### src/rtl/regfile_wb_arbiter.sv
// rtl/regfile_wb_arbiter.sv - round-robin writeback arbiter with register-file init sequence
module regfile_wb_arbiter #(
    parameter int INIT_EN = 1
) (
    input  logic        clk,
    input  logic        rst_n,
    input  logic        hold,
    input  logic [2:0]  req_valid,
    input  logic [4:0]  req_rd0,
    input  logic [4:0]  req_rd1,
    input  logic [4:0]  req_rd2,
    input  logic [31:0] req_data0,
    input  logic [31:0] req_data1,
    input  logic [31:0] req_data2,
    output logic [2:0]  req_ready,
    output logic        wer,
    output logic [4:0]  rd,
    output logic [31:0] regdata,
    output logic        init_done
);

    localparam logic [0:0] ST_INIT  = 1'b0;
    localparam logic [0:0] ST_RUN   = 1'b1;
    localparam logic [0:0] ST_RESET = (INIT_EN != 0) ? ST_INIT : ST_RUN;

    localparam logic [4:0] CNT_FIRST = 5'd1;
    localparam logic [4:0] CNT_LAST  = 5'd31;

    logic [0:0]  state;
    logic [4:0]  cnt;
    logic [1:0]  ptr;

    logic        grant_any;
    logic [1:0]  grant_idx;
    logic [1:0]  cand0;
    logic [1:0]  cand1;
    logic [1:0]  cand2;
    logic [4:0]  sel_rd;
    logic [31:0] sel_data;
    logic [1:0]  ptr_next;

    // Add an offset to the pointer modulo 3; both operands are always in 0..2.
    function automatic logic [1:0] rot3(input logic [1:0] base, input logic [1:0] off);
        logic [2:0] sum;
        logic [2:0] wrapped;
        sum     = {1'b0, base} + {1'b0, off};
        wrapped = (sum >= 3'd3) ? (sum - 3'd3) : sum;
        return wrapped[1:0];
    endfunction

    // Candidate order for this cycle: ptr, ptr+1, ptr+2 (mod 3).
    always_comb begin
        cand0 = ptr;
        cand1 = rot3(ptr, 2'd1);
        cand2 = rot3(ptr, 2'd2);
    end

    // Pick the first valid requester in rotation order; only in RUN, unstalled, out of reset.
    always_comb begin
        grant_any = 1'b0;
        grant_idx = ptr;
        if (rst_n && (state == ST_RUN) && !hold) begin
            if (req_valid[cand0]) begin
                grant_any = 1'b1;
                grant_idx = cand0;
            end else if (req_valid[cand1]) begin
                grant_any = 1'b1;
                grant_idx = cand1;
            end else if (req_valid[cand2]) begin
                grant_any = 1'b1;
                grant_idx = cand2;
            end
        end
    end

    // One-hot handshake back to the granted requester in the same cycle.
    always_comb begin
        req_ready = 3'b000;
        if (grant_any) begin
            req_ready = 3'b001 << grant_idx;
        end
    end

    // Route the granted requester's index and data toward the write register.
    always_comb begin
        case (grant_idx)
            2'd0:    begin sel_rd = req_rd0; sel_data = req_data0; end
            2'd1:    begin sel_rd = req_rd1; sel_data = req_data1; end
            default: begin sel_rd = req_rd2; sel_data = req_data2; end
        endcase
    end

    // Pointer moves just past the winner so it gets lowest priority next time.
    always_comb begin
        ptr_next = (grant_idx == 2'd2) ? 2'd0 : (grant_idx + 2'd1);
    end

    // State, init counter, pointer and the registered register-file write port.
    always_ff @(posedge clk) begin
        if (!rst_n) begin
            state     <= ST_RESET;
            cnt       <= CNT_FIRST;
            ptr       <= 2'd0;
            wer       <= 1'b0;
            rd        <= 5'd0;
            regdata   <= 32'd0;
            init_done <= 1'b0;
        end else begin
            // init_done trails entry into RUN by one cycle.
            init_done <= (state == ST_RUN);
            case (state)
                ST_INIT: begin
                    wer     <= 1'b1;
                    rd      <= cnt;
                    regdata <= {27'd0, cnt};
                    cnt     <= cnt + 5'd1;
                    if (cnt == CNT_LAST) begin
                        state <= ST_RUN;
                    end
                end
                default: begin
                    if (grant_any) begin
                        // x0 is hardwired: complete the handshake but suppress the write.
                        wer     <= (sel_rd != 5'd0);
                        rd      <= sel_rd;
                        regdata <= sel_data;
                        ptr     <= ptr_next;
                    end else begin
                        wer <= 1'b0;
                    end
                end
            endcase
        end
    end

endmodule

### config.mk
export PLATFORM = sky130hd
export DESIGN_NAME = regfile_wb_arbiter
export DESIGN_NICKNAME = d
export VERILOG_FILES = /design/src/rtl/regfile_wb_arbiter.sv
export SDC_FILE = /design/constraint.sdc
export NUM_CORES = 1
export LEC_CHECK = 0
export CORE_ASPECT_RATIO = 1.25
export CORE_MARGIN = 2
export CORE_UTILIZATION = 39
export CTS_BUF_LIST = sky130_fd_sc_hd__clkbuf_4
export DETAILED_ROUTE_END_ITERATION = 6
export PLACE_DENSITY = 0.93
export SLEW_MARGIN = 15
export SYNTH_ARGS = -nofsm -noshare
export SYNTH_HDL_FRONTEND = slang
export SYNTH_SLANG_ARGS = --single-unit
export TNS_END_PERCENT = 50
### constraint.sdc
create_clock -name clk -period 2.9 [get_ports clk]
set_clock_uncertainty 0.1 [all_clocks]
set_input_delay 0.435 -clock clk [delete_from_list [all_inputs] [get_ports clk]]
set_output_delay 0.435 -clock clk [all_outputs]
set_load 0.02 [all_outputs]
==> flow_metrics.env, run 1 <==
export IMPL_htreeDepth=2
export IMPL_met2WireLength_um=5150
export IMPL_cp_end_kind="output port"
export IMPL_fill_cells=551
export IMPL_worstPathMaxFanout=6
export IMPL_seq_area_frac_synth=0.341
export IMPL_port_buffers=158
export IMPL_critPathLaunchType="register"
export IMPL_yosys_warnings=0
export IMPL_irDropWorstVdd_mv=0.261
export IMPL_io_pins=159
export IMPL_routed_wl_um=9810
export IMPL_first_pass_iters=4
export IMPL_timing_hold_ws_ns=0.401
export IMPL_antenna_found_initial=0
export IMPL_cts_root_buffer="clkbuf_4"
export IMPL_die_w_um=79.3
export IMPL_clock_fmax_mhz=359
export IMPL_start_util=0.401
export IMPL_most_common_layout_cells="clkdlybuf4s50_1 (155), nand2_1 (64), dfxtp_1 (45)"
export IMPL_hold_viol=0
export IMPL_viasPerCell=5.45
export IMPL_fin_crit_sh=0.961
export IMPL_clockBufferDepth=2
export IMPL_critPathRequiredTime_ns=2.37
export IMPL_setup_viol=0
export IMPL_fin_area_sq_mm=0.00476
export IMPL_outcome="completed"
export IMPL_die_height_um=98.1
export IMPL_ys_types=49
export IMPL_powerDensity_mw_per_mm2=275
export IMPL_clock_sinks=47
export IMPL_coreArea_sq_mm=0.00689
export IMPL_reg2reg_depth=11
export IMPL_rows=34
export IMPL_relSlewSlack=0.706
export IMPL_vias=3308
export IMPL_synthCells=346
export IMPL_dp_hpwl_um=7350
export IMPL_pre_cts_ws_ns=-0.291
export IMPL_clkTransAtPathRegs_ns=0.14
export IMPL_multi_input_area_sq_mm=0.00168
export IMPL_p_total_mw=1.31
export IMPL_seq_area_sq_um=946
export IMPL_wl_per_cell_um=16.2
export IMPL_hold_buffers=0
export IMPL_drt_iter0_markers=254
export IMPL_grt_first_pass_wirelength_um=15800
export IMPL_tritoncts="done"
export IMPL_postPlaceCellArea_sq_mm=0.00457
export IMPL_fin_nets=638
export IMPL_layout_drive_gt1_share=0.172
export IMPL_grt_pass1_vias=3470
export IMPL_numCtsBuffers=5
export IMPL_synthesis_area_sq_mm=0.00276
export IMPL_drv_slew=0
export IMPL_avgSynthCellArea_sq_um=7.98
export IMPL_ys_ff_latch=47
export IMPL_setup_ws_ns=0.115
export IMPL_dp_cells=595
export IMPL_final_util=0.691
export IMPL_instances_no_fill=607
export IMPL_hp_class="reg2reg"
export IMPL_grt_ovfl_total=0
export IMPL_drt_met1_wl_um=3750
export IMPL_path_class="reg2out"
export IMPL_period_minus_slack_ns=2.79
export IMPL_p_leak_nw=1.87
export IMPL_die_area_sq_mm=0.00777
export IMPL_fin_tns_setup_ns=0
export IMPL_syn_to_final_growth_pct=72.5
export IMPL_max_cap_viol_count=0
export IMPL_grt_max_degree=48
export IMPL_grt_use_total=0.252
export IMPL_antenna_cells=0
export IMPL_top_layer="met4"
export IMPL_globalplace_congestion=0.887
export IMPL_hold_depth=2
export IMPL_cp_arrival_ns=2.25
export IMPL_met3_wirelength_um=595
export IMPL_drc_errors=0
export IMPL_synth_net_count=467
export IMPL_antenna_left=0
export IMPL_rsz0062_at_grt="false"
export IMPL_insertion_delay_ns=0.35
export IMPL_final_common_cell="clkdlybuf4s50_1"
export IMPL_worst_slew_pin_slew_ns=0.441
-- cell usage after synthesis (all sizes together) --
cell type  count  share of area
a211oi         1         0.0027
a21boi         3         0.0082
a21oi         18          0.033
a22o           1         0.0032
a22oi          2         0.0054
a311o          4          0.014
a311oi        28          0.089
a31o          27          0.086
and2           5          0.012
and3           1         0.0023
and3b          1         0.0032
buf           17          0.044
clkbuf        12          0.016
clkinv         1         0.0014
dfxtp         47           0.34
ha             4          0.018
inv            9          0.012
mux2i          7          0.025
nand2         65          0.088
nand2b         4         0.0091
nand3          6          0.011
nand3b         6          0.021
nor2          43          0.058
nor2b          7          0.016
nor3           2         0.0054
o2111ai        1         0.0032
o211ai         6          0.016
o21a           2         0.0054
o21ai          5          0.013
o221ai         2         0.0086
o22a           1         0.0032
o22ai          3         0.0091
o2bb2ai        1         0.0032
o31a           1         0.0032
o31ai          1         0.0027
xnor2          1         0.0032
xor2           1         0.0032
-- path summary, 6_finish.rpt --
path / from / to / slack [ns]
setup / recovery: cand0[0] / req_ready[1] / 0.11
setup reg to reg: cand0[0] / regdata[23] / 0.24
hold / removal: rd[1] / rd[1] / 0.40
hold reg to reg: rd[1] / rd[1] / 0.40
-- sequential cells by signal (all words and copies together) (netlist names) --
register and flops:
cand0 2, cnt 5, init_done 1, rd 5
regdata 32, state 1, wer 1
-- power by group --
group	internal [mW]	total (mW)	switching (mW)
clock network	0.177	0.384	0.208
registers	0.659	0.669	0.0105
logic	0.183	0.259	0.0755
total	1.02	1.31	0.293
-- layer usage --
| metal | global-route usage | up-vias |
|---|---|---|
| li1 | - | 1598 |
| met2 | 0.460 | 127 |
| met4 | 0.103 | 0 |
| met5 | 0 | - |
| met1 | 0.281 | 1555 |
| met3 | 0.0471 | 28 |
-- logic make-up after synthesis --
family / after synthesis / share of synthesized area
adders and majority gates: 4 / 0.0181
DFF: 47 / 0.341
muxes: 7 / 0.0254
and+or+nand+nor: 140 / 0.227
buffers and inverters: 39 / 0.0739
AOI/OAI and AO/OA: 107 / 0.309
xor gates and xnor gates: 2 / 0.00634
-- cell type report --
type | count | area share
Inverter | 10 | 0.00788
Clock buffer | 5 | 0.00788
Timing Repair Buffer | 193 | 0.403
Clock inverter | 2 | 0.00788
Sequential cell | 47 | 0.199
Multi-Input combinational cell | 260 | 0.352
Tap cell | 90 | 0.0236
-- critical path: stages (launching register included) --
cell	delay, ns
dfxtp_2	0.36
buf_4	0.16
ha_4	0.18
mux2i_1	0.20
o221ai_1	0.16
buf_4	0.18
buf_6	0.11
o21ai_4	0.23
buf_12	0.15
nor2_2	0.04
buf_6	0.13
-- what timing repair did --
item,CTS,global route
setup endpoints to repair,3,15
pin swaps,1,3
gates cloned,1,0
resized for setup,16,10
setup buffers,2,2
(Power assumes the default switching activity.)
==> run 2, diff against run 1 <==
Settings changed: CORE_MARGIN 2 to 4.
==> run 2 against run 1 <==
First-iteration DRC count shrank 40%. Clock power shrank 18%. Global-route usage shrank 2.9 points. Via count shrank 1.3%. Combinational power shrank 2%. Utilization shrank 2.3 points. Largest power group unchanged.
==> flow_metrics.env, run 2 (synthesis results as in run 1) <==
export IMPL_top_register="regdata"
export IMPL_clock_sinks=47
export IMPL_drt_iter0_markers=153
export IMPL_numCtsBuffers=5
export IMPL_reg_top3="regdata: 32 flops, cnt: 5 flops, rd: 5 flops"
export IMPL_critPathLaunchType="register"
export IMPL_relSlewSlack=0.639
export IMPL_rows=34
export IMPL_grt_max_degree=45
export IMPL_start_util=0.398
export IMPL_tritoncts="done"
export IMPL_die_w_um=83.3
export IMPL_routed_wl_um=9960
export IMPL_wl_per_cell_um=16.7
export IMPL_cp_arrival_ns=2.35
export IMPL_critPathRequiredTime_ns=2.37
export IMPL_grt_first_pass_wirelength_um=15400
export IMPL_p_leak_nw=1.80
export IMPL_drv_slew=0
export IMPL_dp_hpwl_um=7760
export IMPL_path_class="reg2out"
export IMPL_grt_pass1_vias=3255
export IMPL_r2r_end="wer"
export IMPL_hp_start="rd[1]"
export IMPL_setup_viol=0
export IMPL_htreeDepth=2
export IMPL_worst_slew_pin_slew_ns=0.541
export IMPL_final_common_cell="clkdlybuf4s50_1"
export IMPL_viasPerCell=5.46
export IMPL_hp_class="reg2reg"
export IMPL_die_height_um=102
export IMPL_antenna_cells=0
export IMPL_io_pins=159
export IMPL_globalplace_congestion=0.848
export IMPL_cp_end_kind="output port"
export IMPL_fin_tns_setup_ns=0
export IMPL_top_usage_layer="met2"
export IMPL_clockBufferDepth=2
export IMPL_grt_use_met1=0.238
export IMPL_hold_buffers=0
export IMPL_powerDensity_mw_per_mm2=267
export IMPL_syn_to_final_growth_pct=67.9
export IMPL_rsz0062_at_grt="true"
export IMPL_worstPathMaxFanout=24
export IMPL_grt_use_total=0.223
export IMPL_cp_common_cell="buf_4"
export IMPL_reg2reg_slack_ns=0.27
export IMPL_antenna_found_initial=0
export IMPL_port_buffers=158
export IMPL_grt_use_met3=0.0565
export IMPL_coreArea_sq_mm=0.00693
export IMPL_p_total_mw=1.24
export IMPL_first_pass_iters=5
export IMPL_fin_nets=628
export IMPL_hold_viol=0
export IMPL_die_area_sq_mm=0.00850
export IMPL_max_cap_viol_count=0
export IMPL_critPathMaxStageDelay_ns=0.35
export IMPL_antenna_left=0
export IMPL_clkTransAtPathRegs_ns=0.14
export IMPL_insertion_delay_ns=0.35
export IMPL_hold_depth=2
export IMPL_holdPathEnd="rd[1]"
export IMPL_critical_path_slowest_cell="dfxtp_1"
export IMPL_reg2reg_depth=10
export IMPL_grt_ovfl_total=0
export IMPL_cts_root_buffer="clkbuf_4"
export IMPL_vias=3266
export IMPL_irDropWorstVdd_mv=0.213
export IMPL_timing_rr_start="cand0[1]"
export IMPL_crit_chain="buf_4, ha_2, mux2i_1, o221ai_2, buf_4, o21ai_4, buf_12, nor2_2, buf_4"
export IMPL_period_minus_slack_ns=2.89
export IMPL_fin_crit_sh=0.996
export IMPL_clock_fmax_mhz=346
export IMPL_layout_drive_gt1_share=0.148
export IMPL_largest_register_ffs=32
export IMPL_grt_util_met2=0.414
export IMPL_outcome="completed"
export IMPL_most_common_layout_cells="clkdlybuf4s50_1 (155), nand2_1 (65), dfxtp_1 (47)"
export IMPL_drc_errors=0
[run 2: power breakdown]
| part | total, mW | internal [mW] | switching [mW] |
|---|---|---|---|
| sequential | 0.670 | 0.660 | 0.0106 |
| combinational | 0.254 | 0.180 | 0.0741 |
| clock | 0.316 | 0.103 | 0.212 |
| total | 1.24 | 0.943 | 0.297 |
[run 2: cell type report]
| cell class | instances | area (sq um) |
|---|---|---|
| Clock buffer | 6 | 45.0 |
| Multi-Input combinational cell | 260 | 1670 |
| Clock inverter | 2 | 12.5 |
| Tap cell | 90 | 113 |
| Fill cell | 562 | 2300 |
| Sequential cell | 47 | 941 |
| Timing Repair Buffer | 183 | 1820 |
| Inverter | 10 | 37.5 |
[run 2: metal layers]
layer,part of all wire,vias to the layer above,routed length [um]
met5,0,-,0
met4,0.031,0,310
met3,0.067,22,668
met2,0.53,138,5260
met1,0.37,1527,3720
li1,-,1579,-
[run 2: repair_timing]
| item | CTS | global route |
|---|---|---|
| endpoints found under the setup margin | 3 | 3 |
| endpoints found under the hold margin | 0 | 0 |
| gates resized for setup | 12 | 1 |
| buffers inserted | 0 | 0 |
[run 2: critical path, delay by kind of cell, from the launching register on]
kind,cells,cell delay [ns]
AOI/OAI and AO/OA,2,0.39
buffers and inverters,4,0.68
and+or+nand+nor,1,0.07
muxes,1,0.25
DFF,1,0.35
adders and majority gates,1,0.24
[run 2: stage by stage]
stage                     instances  hold WS [ns]  setup WS [ns]  cell area (sq um)  utilization
after floorplan                 346         0.380         0.0311               2760            -
after global placement          590         0.364         -0.174               4550        0.656
after detailed placement        590         0.373         -0.266               4550        0.656
after CTS                       598         0.400        0.00861               4640        0.669
after global routing            598         0.419         -0.105               4640        0.669
final                           598         0.394         0.0108               4640        0.669
[run 2: how the worst max path moves through the flow]
stage                      start           end  slack, ns  depth (start not counted)
floorplan               cand0[0]  req_ready[0]       0.03                         10
global placement    req_valid[0]  req_ready[0]      -0.17                          7
detailed placement  req_valid[0]  req_ready[0]      -0.27                          7
CTS                     cand0[0]  req_ready[1]      0.009                          9
global route            cand0[0]  req_ready[1]      -0.10                          9
finish                  cand0[0]  req_ready[1]       0.01                          9
